**config.mk**
```make
export PLATFORM = sky130hd
export DESIGN_NAME = dmem_arbiter
export DESIGN_NICKNAME = d
export VERILOG_FILES = /design/src/rtl/dmem_arbiter.sv
export SDC_FILE = /design/constraint.sdc
export NUM_CORES = 1
export LEC_CHECK = 0
export ABC_AREA = 0
export BUFFER_PORTS_ARGS = -buffer_cell sky130_fd_sc_hd__buf_2
export CAP_MARGIN = 10
export CORE_UTILIZATION = 43
export CTS_BUF_LIST = sky130_fd_sc_hd__clkbuf_2 sky130_fd_sc_hd__clkbuf_4 sky130_fd_sc_hd__clkbuf_8
export DETAILED_ROUTE_END_ITERATION = 16
export PLACE_DENSITY = 0.86
export RECOVER_POWER = 100
export SLEW_MARGIN = 20
export SYNTH_ARGS = -nofsm -noshare
export SYNTH_HDL_FRONTEND = slang
export SYNTH_SLANG_ARGS = --single-unit
```
**constraint.sdc**
```tcl
create_clock -name clk -period 2.2 [get_ports clk]
set_input_delay 0.55 -clock clk [delete_from_list [all_inputs] [get_ports clk]]
set_output_delay 0.55 -clock clk [all_outputs]
set_load 0.01 [all_outputs]
```
**src/rtl/dmem_arbiter.sv**
```systemverilog
// dmem_arbiter
// Shares one single-port RAM between the pipeline MEM stage (requester P) and
// an external loader (requester L).
//
// Arbitration rules:
//   - P normally has priority over L.
//   - A starvation counter makes sure L eventually gets a slot.
//   - In exclusive mode the RAM belongs to L. Entering that mode first drains
//     any P read that is still in flight.
//
// Ports:
//   clk, rst            clock, synchronous active-low reset
//   p_req/p_we/p_addr/p_wdata   pipeline request; p_stall when not granted
//   p_rvalid/p_rdata    pipeline read return (one cycle after grant)
//   l_req/l_we/l_addr/l_wdata   loader request; l_gnt when accepted
//   l_excl/l_excl_ack   loader exclusive-ownership request / acknowledge
//   l_rvalid/l_rdata    loader read return (one cycle after grant)
//   ram_address/ram_data/ram_wren/ram_q   RAM pins (ram_q has 1-cycle latency)
module dmem_arbiter #(
  parameter int ADDR_W       = 8,
  parameter int DATA_W       = 32,
  parameter int STARVE_LIMIT = 4
) (
  input  logic              clk,
  input  logic              rst,
  input  logic              p_req,
  input  logic              p_we,
  input  logic [ADDR_W-1:0] p_addr,
  input  logic [DATA_W-1:0] p_wdata,
  output logic              p_stall,
  output logic              p_rvalid,
  output logic [DATA_W-1:0] p_rdata,
  input  logic              l_req,
  input  logic              l_we,
  input  logic [ADDR_W-1:0] l_addr,
  input  logic [DATA_W-1:0] l_wdata,
  input  logic              l_excl,
  output logic              l_gnt,
  output logic              l_excl_ack,
  output logic              l_rvalid,
  output logic [DATA_W-1:0] l_rdata,
  output logic [ADDR_W-1:0] ram_address,
  output logic [DATA_W-1:0] ram_data,
  output logic              ram_wren,
  input  logic [DATA_W-1:0] ram_q
);

  typedef enum logic [1:0] {
    ST_NORMAL = 2'd0,
    ST_DRAIN  = 2'd1,
    ST_EXCL   = 2'd2
  } state_e;

  localparam logic [3:0] LIMIT_C = 4'(STARVE_LIMIT);

  state_e              state_q, state_d;
  logic [3:0]          starve_q, starve_d;
  logic [ADDR_W-1:0]   addr_q, addr_d;
  logic [DATA_W-1:0]   data_q, data_d;
  logic                p_rvalid_q, p_rvalid_d;
  logic                l_rvalid_q, l_rvalid_d;
  logic                l_excl_ack_q, l_excl_ack_d;
  logic                p_win_s, l_win_s;

  // Same-cycle arbitration: decide which requester owns the RAM this cycle.
  always_comb begin
    p_win_s = 1'b0;
    l_win_s = 1'b0;
    if (!rst) begin
      p_win_s = 1'b0;
      l_win_s = 1'b0;
    end else begin
      case (state_q)
        ST_NORMAL: begin
          // L overrides P once it has been denied STARVE_LIMIT cycles in a row.
          if (l_req && (!p_req || (starve_q == LIMIT_C))) begin
            l_win_s = 1'b1;
          end else if (p_req) begin
            p_win_s = 1'b1;
          end else begin
            p_win_s = 1'b0;
          end
        end
        ST_DRAIN: begin
          // One empty cycle so that a P read already issued can return.
          p_win_s = 1'b0;
        end
        ST_EXCL: begin
          l_win_s = l_req;
        end
        default: begin
          p_win_s = 1'b0;
          l_win_s = 1'b0;
        end
      endcase
    end
  end

  // RAM pin drive and handshake outputs. Everything is forced low while in reset.
  always_comb begin
    ram_address = addr_q;
    ram_data    = data_q;
    ram_wren    = 1'b0;
    l_gnt       = l_win_s;
    p_stall     = rst & p_req & ~p_win_s;
    if (!rst) begin
      ram_address = '0;
      ram_data    = '0;
    end else if (l_win_s) begin
      ram_address = l_addr;
      ram_data    = l_wdata;
      ram_wren    = l_we;
    end else if (p_win_s) begin
      ram_address = p_addr;
      ram_data    = p_wdata;
      ram_wren    = p_we;
    end else begin
      // No grant: hold the address (and data) of the last granted access.
      ram_address = addr_q;
      ram_data    = data_q;
    end
  end

  // Next-state logic for the mode FSM, the starvation counter and the read returns.
  always_comb begin
    state_d      = state_q;
    starve_d     = starve_q;
    addr_d       = ram_address;
    data_d       = ram_data;
    p_rvalid_d   = p_win_s & ~p_we;
    l_rvalid_d   = l_win_s & ~l_we;
    case (state_q)
      ST_NORMAL: begin
        if (l_excl) begin
          state_d = ST_DRAIN;
        end else begin
          state_d = ST_NORMAL;
        end
        if (l_req && !l_win_s) begin
          if (starve_q == LIMIT_C) begin
            starve_d = starve_q;
          end else begin
            starve_d = starve_q + 4'd1;
          end
        end else begin
          starve_d = 4'd0;
        end
      end
      ST_DRAIN: begin
        // The drain cycle always leads to EXCL, even if l_excl has already dropped.
        state_d = ST_EXCL;
      end
      ST_EXCL: begin
        if (!l_excl) begin
          state_d = ST_NORMAL;
        end else begin
          state_d = ST_EXCL;
        end
      end
      default: begin
        state_d = ST_NORMAL;
      end
    endcase
    l_excl_ack_d = (state_d == ST_EXCL);
  end

  // State registers. The synchronous reset also discards any read in flight.
  always_ff @(posedge clk) begin
    if (!rst) begin
      state_q      <= ST_NORMAL;
      starve_q     <= 4'd0;
      addr_q       <= '0;
      data_q       <= '0;
      p_rvalid_q   <= 1'b0;
      l_rvalid_q   <= 1'b0;
      l_excl_ack_q <= 1'b0;
    end else begin
      state_q      <= state_d;
      starve_q     <= starve_d;
      addr_q       <= addr_d;
      data_q       <= data_d;
      p_rvalid_q   <= p_rvalid_d;
      l_rvalid_q   <= l_rvalid_d;
      l_excl_ack_q <= l_excl_ack_d;
    end
  end

  assign p_rvalid   = p_rvalid_q;
  assign l_rvalid   = l_rvalid_q;
  assign l_excl_ack = l_excl_ack_q;
  assign p_rdata    = p_rvalid_q ? ram_q : '0;
  assign l_rdata    = l_rvalid_q ? ram_q : '0;

endmodule

```
==> impl_metrics.env <==
export IMPL_setup_viol=43
export IMPL_synth_fp_nets=533
export IMPL_viasPerCell=6.47
export IMPL_required_ps=1650
export IMPL_hpwl_mm=10.9
export IMPL_hold_viol_final=0
export IMPL_dieArea_mm2=0.00804
export IMPL_vdd_drop_max_v=0.000293
export IMPL_drc=0
export IMPL_drv_cap=0
export IMPL_leakage_nw=2.73
export IMPL_die_h_um=89.7
export IMPL_grt_overflow=0
export IMPL_total_power_mw=2.49
export IMPL_arrival_ps=2100
export IMPL_holdWs_ps=431
export IMPL_min_period_ps=2650
export IMPL_wl_mm=18.7
export IMPL_cts_root_buf="clkbuf_8"
export IMPL_final_layout_size_suffix_gt1_frac=0.630
export IMPL_end_kind="output pin"
export IMPL_fin_nets=819
export IMPL_seq_area_frac_synth=0.297
export IMPL_hp_class="in -> reg"
export IMPL_start_kind="input pin"
export IMPL_ff2ff_setup_slack_ps=300
export IMPL_slew_headroom=0.516
export IMPL_p_per_area_mw_per_mm2=399
export IMPL_path_max_fanout=5
export IMPL_row_count=31
export IMPL_drt_first_iter_violations=444
export IMPL_cts_buffers=5
export IMPL_cp_startpoint="p_req"
export IMPL_fin_skew_ps=6.89
export IMPL_synth_top_area_share=0.297
export IMPL_worstHoldStart="p_we"
export IMPL_grt_pass1_wl_mm=24.1
export IMPL_io_buffers=228
export IMPL_cts_tree="done"
export IMPL_synthCells=412
export IMPL_antenna_found_initial=7
export IMPL_r2r_start="state_q[0]$_SDFF_PN0_"
export IMPL_wl_per_cell_um=23.2
export IMPL_syn_area_mm2=0.00331
export IMPL_ys_top_cells_by_count="a311oi_1, and2_1, dfxtp_1"
export IMPL_via_count=5202
export IMPL_slew_violations=0
export IMPL_n_fill_cell=425
export IMPL_cts_htree_levels=2
export IMPL_synth_largest_area_cell="dfxtp_1"
export IMPL_status="complete, but fails checks"
export IMPL_initial_core_util=0.451
export IMPL_globalplace_congestion=0.875
export IMPL_synth_most_common_cell="a311oi_1"
export IMPL_avgSynthCellArea_um2=8.02
export IMPL_crit_type="in -> out"
export IMPL_clock_fmax_ghz=0.378
export IMPL_synth_edf_count=0
export IMPL_synth_flop_cell="dfxtp_1"
export IMPL_rsz0062_at_grt="yes"
export IMPL_place_inst=764
export IMPL_syn2layout_area_growth_pct=89.2
export IMPL_ant_nets=0
export IMPL_fin_ws_ps=-447
export IMPL_path_clk_slew_ps=90
export IMPL_grt_pass1_vias=4676
export IMPL_violations="setup timing"
export IMPL_placed_cell_area_mm2=0.00516
export IMPL_die_x_um=89.7
export IMPL_clockBufferDepth=2
export IMPL_io_pins=229
export IMPL_synth_seq_cells=49
export IMPL_firstDrtPassIters=5
export IMPL_final_cell_count_no_fill=804
export IMPL_core_area_mm2=0.00733
export IMPL_finalCritPeriodShare=1.20
export IMPL_synth_async_sr_flop_share=0
export IMPL_fin_area_mm2=0.00625
export IMPL_synth_area_leaders="dfxtp_1, a311oi_1, and2_1"
export IMPL_multi_input_area_mm2=0.00269
export IMPL_cts_num_sinks=49
export IMPL_worst_pin_slew_ps=725
export IMPL_regArea_um2=992
export IMPL_ys_types=29
export IMPL_grt_max_degree=51
export IMPL_synth_warnings=0
export IMPL_insertion_delay_ps=300
export IMPL_grt_use_total=0.403
==> worst paths after layout <==
kind / to / cells after the start
setup / recovery: ram_data[6] / 7
hold / removal: p_rvalid$_SDFF_PN0_ / 2
setup reg to reg: data_q[19]$_SDFF_PN0_ / 6
hold reg to reg: data_q[3]$_SDFF_PN0_ / 2
==> placed cells by master, fill, tap and decap left out, types with 9 or more instances in the layout <==
cell / n
dfxtp_1: 44
nand3_2: 20
a211oi_1: 37
o21ai_1: 13
buf_2: 226
o21ai_2: 9
a311oi_1: 44
nand3_1: 20
a311oi_2: 35
o21ai_4: 14
buf_4: 77
and2_1: 65
==> through the flow <==
step | setup WS, ps | utilization | setup TNS, ps
floorplan | -2.10 | - | -41.7
detailed placement | -303 | 0.705 | -9220
global placement | -242 | 0.705 | -7100
global route | -478 | 0.853 | -16290
finish | -447 | 0.853 | -13830
CTS | -308 | 0.796 | -10590
==> logic make-up (layout without fill, tap and decap cells) <==
logic type	Yosys count	count (layout)	synth area share
compound gates	171	171	0.383
other cells	0	7	0
simple gates	128	128	0.231
flops	49	49	0.297
mux	1	1	0.00341
fa+ha+maj	2	2	0.00757
buf+inv	61	347	0.0787
==> power breakdown <==
group / switching [mW] / leakage [nW] / internal, mW
sequential: 0.0423 / 0.405 / 0.951
clock: 0.299 / 0.0478 / 0.263
combinational: 0.491 / 2.27 / 0.448
total: 0.832 / 2.73 / 1.66
==> critical path: stages <==
cell and delay, ps:
buf_2 110, nor4bb_4 360, buf_6 210, clkbuf_16 170, nand3_1 130, a311oi_1 350, buf_2 200
==> routing by layer <==
layer / track usage / wire length [µm]
met1: 0.448 / 6330
met2: 0.678 / 8890
met3: 0.112 / 2120
met4: 0.260 / 1350
met5: 0 / 0
==> sequential cells by signal, summed over array words and instances, names as in the netlist <==
signal and count:
data_q 32, l_excl_ack 1, starve_q 4, l_rvalid 1, addr_q 8, state_q 2
p_rvalid 1
==> final cells by class <==
cell class              instances  area share
multi-input cells             302       0.430
repair buffers                336       0.371
flip-flops and latches         49       0.159
clock buffers                   7      0.0144
diodes                          7     0.00280
well taps                      99      0.0198
inverters                       4     0.00280
==> repair_timing <==
item | in CTS | in global routing
resized for setup | 97 | 66
buffers inserted | 12 | 2
endpoints found under the hold margin | 0 | 0
hold buffers | 0 | 0
cloned | 7 | 5
setup endpoints to repair | 42 | 42
pin swaps | 33 | 26
No activity file was read; power rests on OpenSTA's default activity.
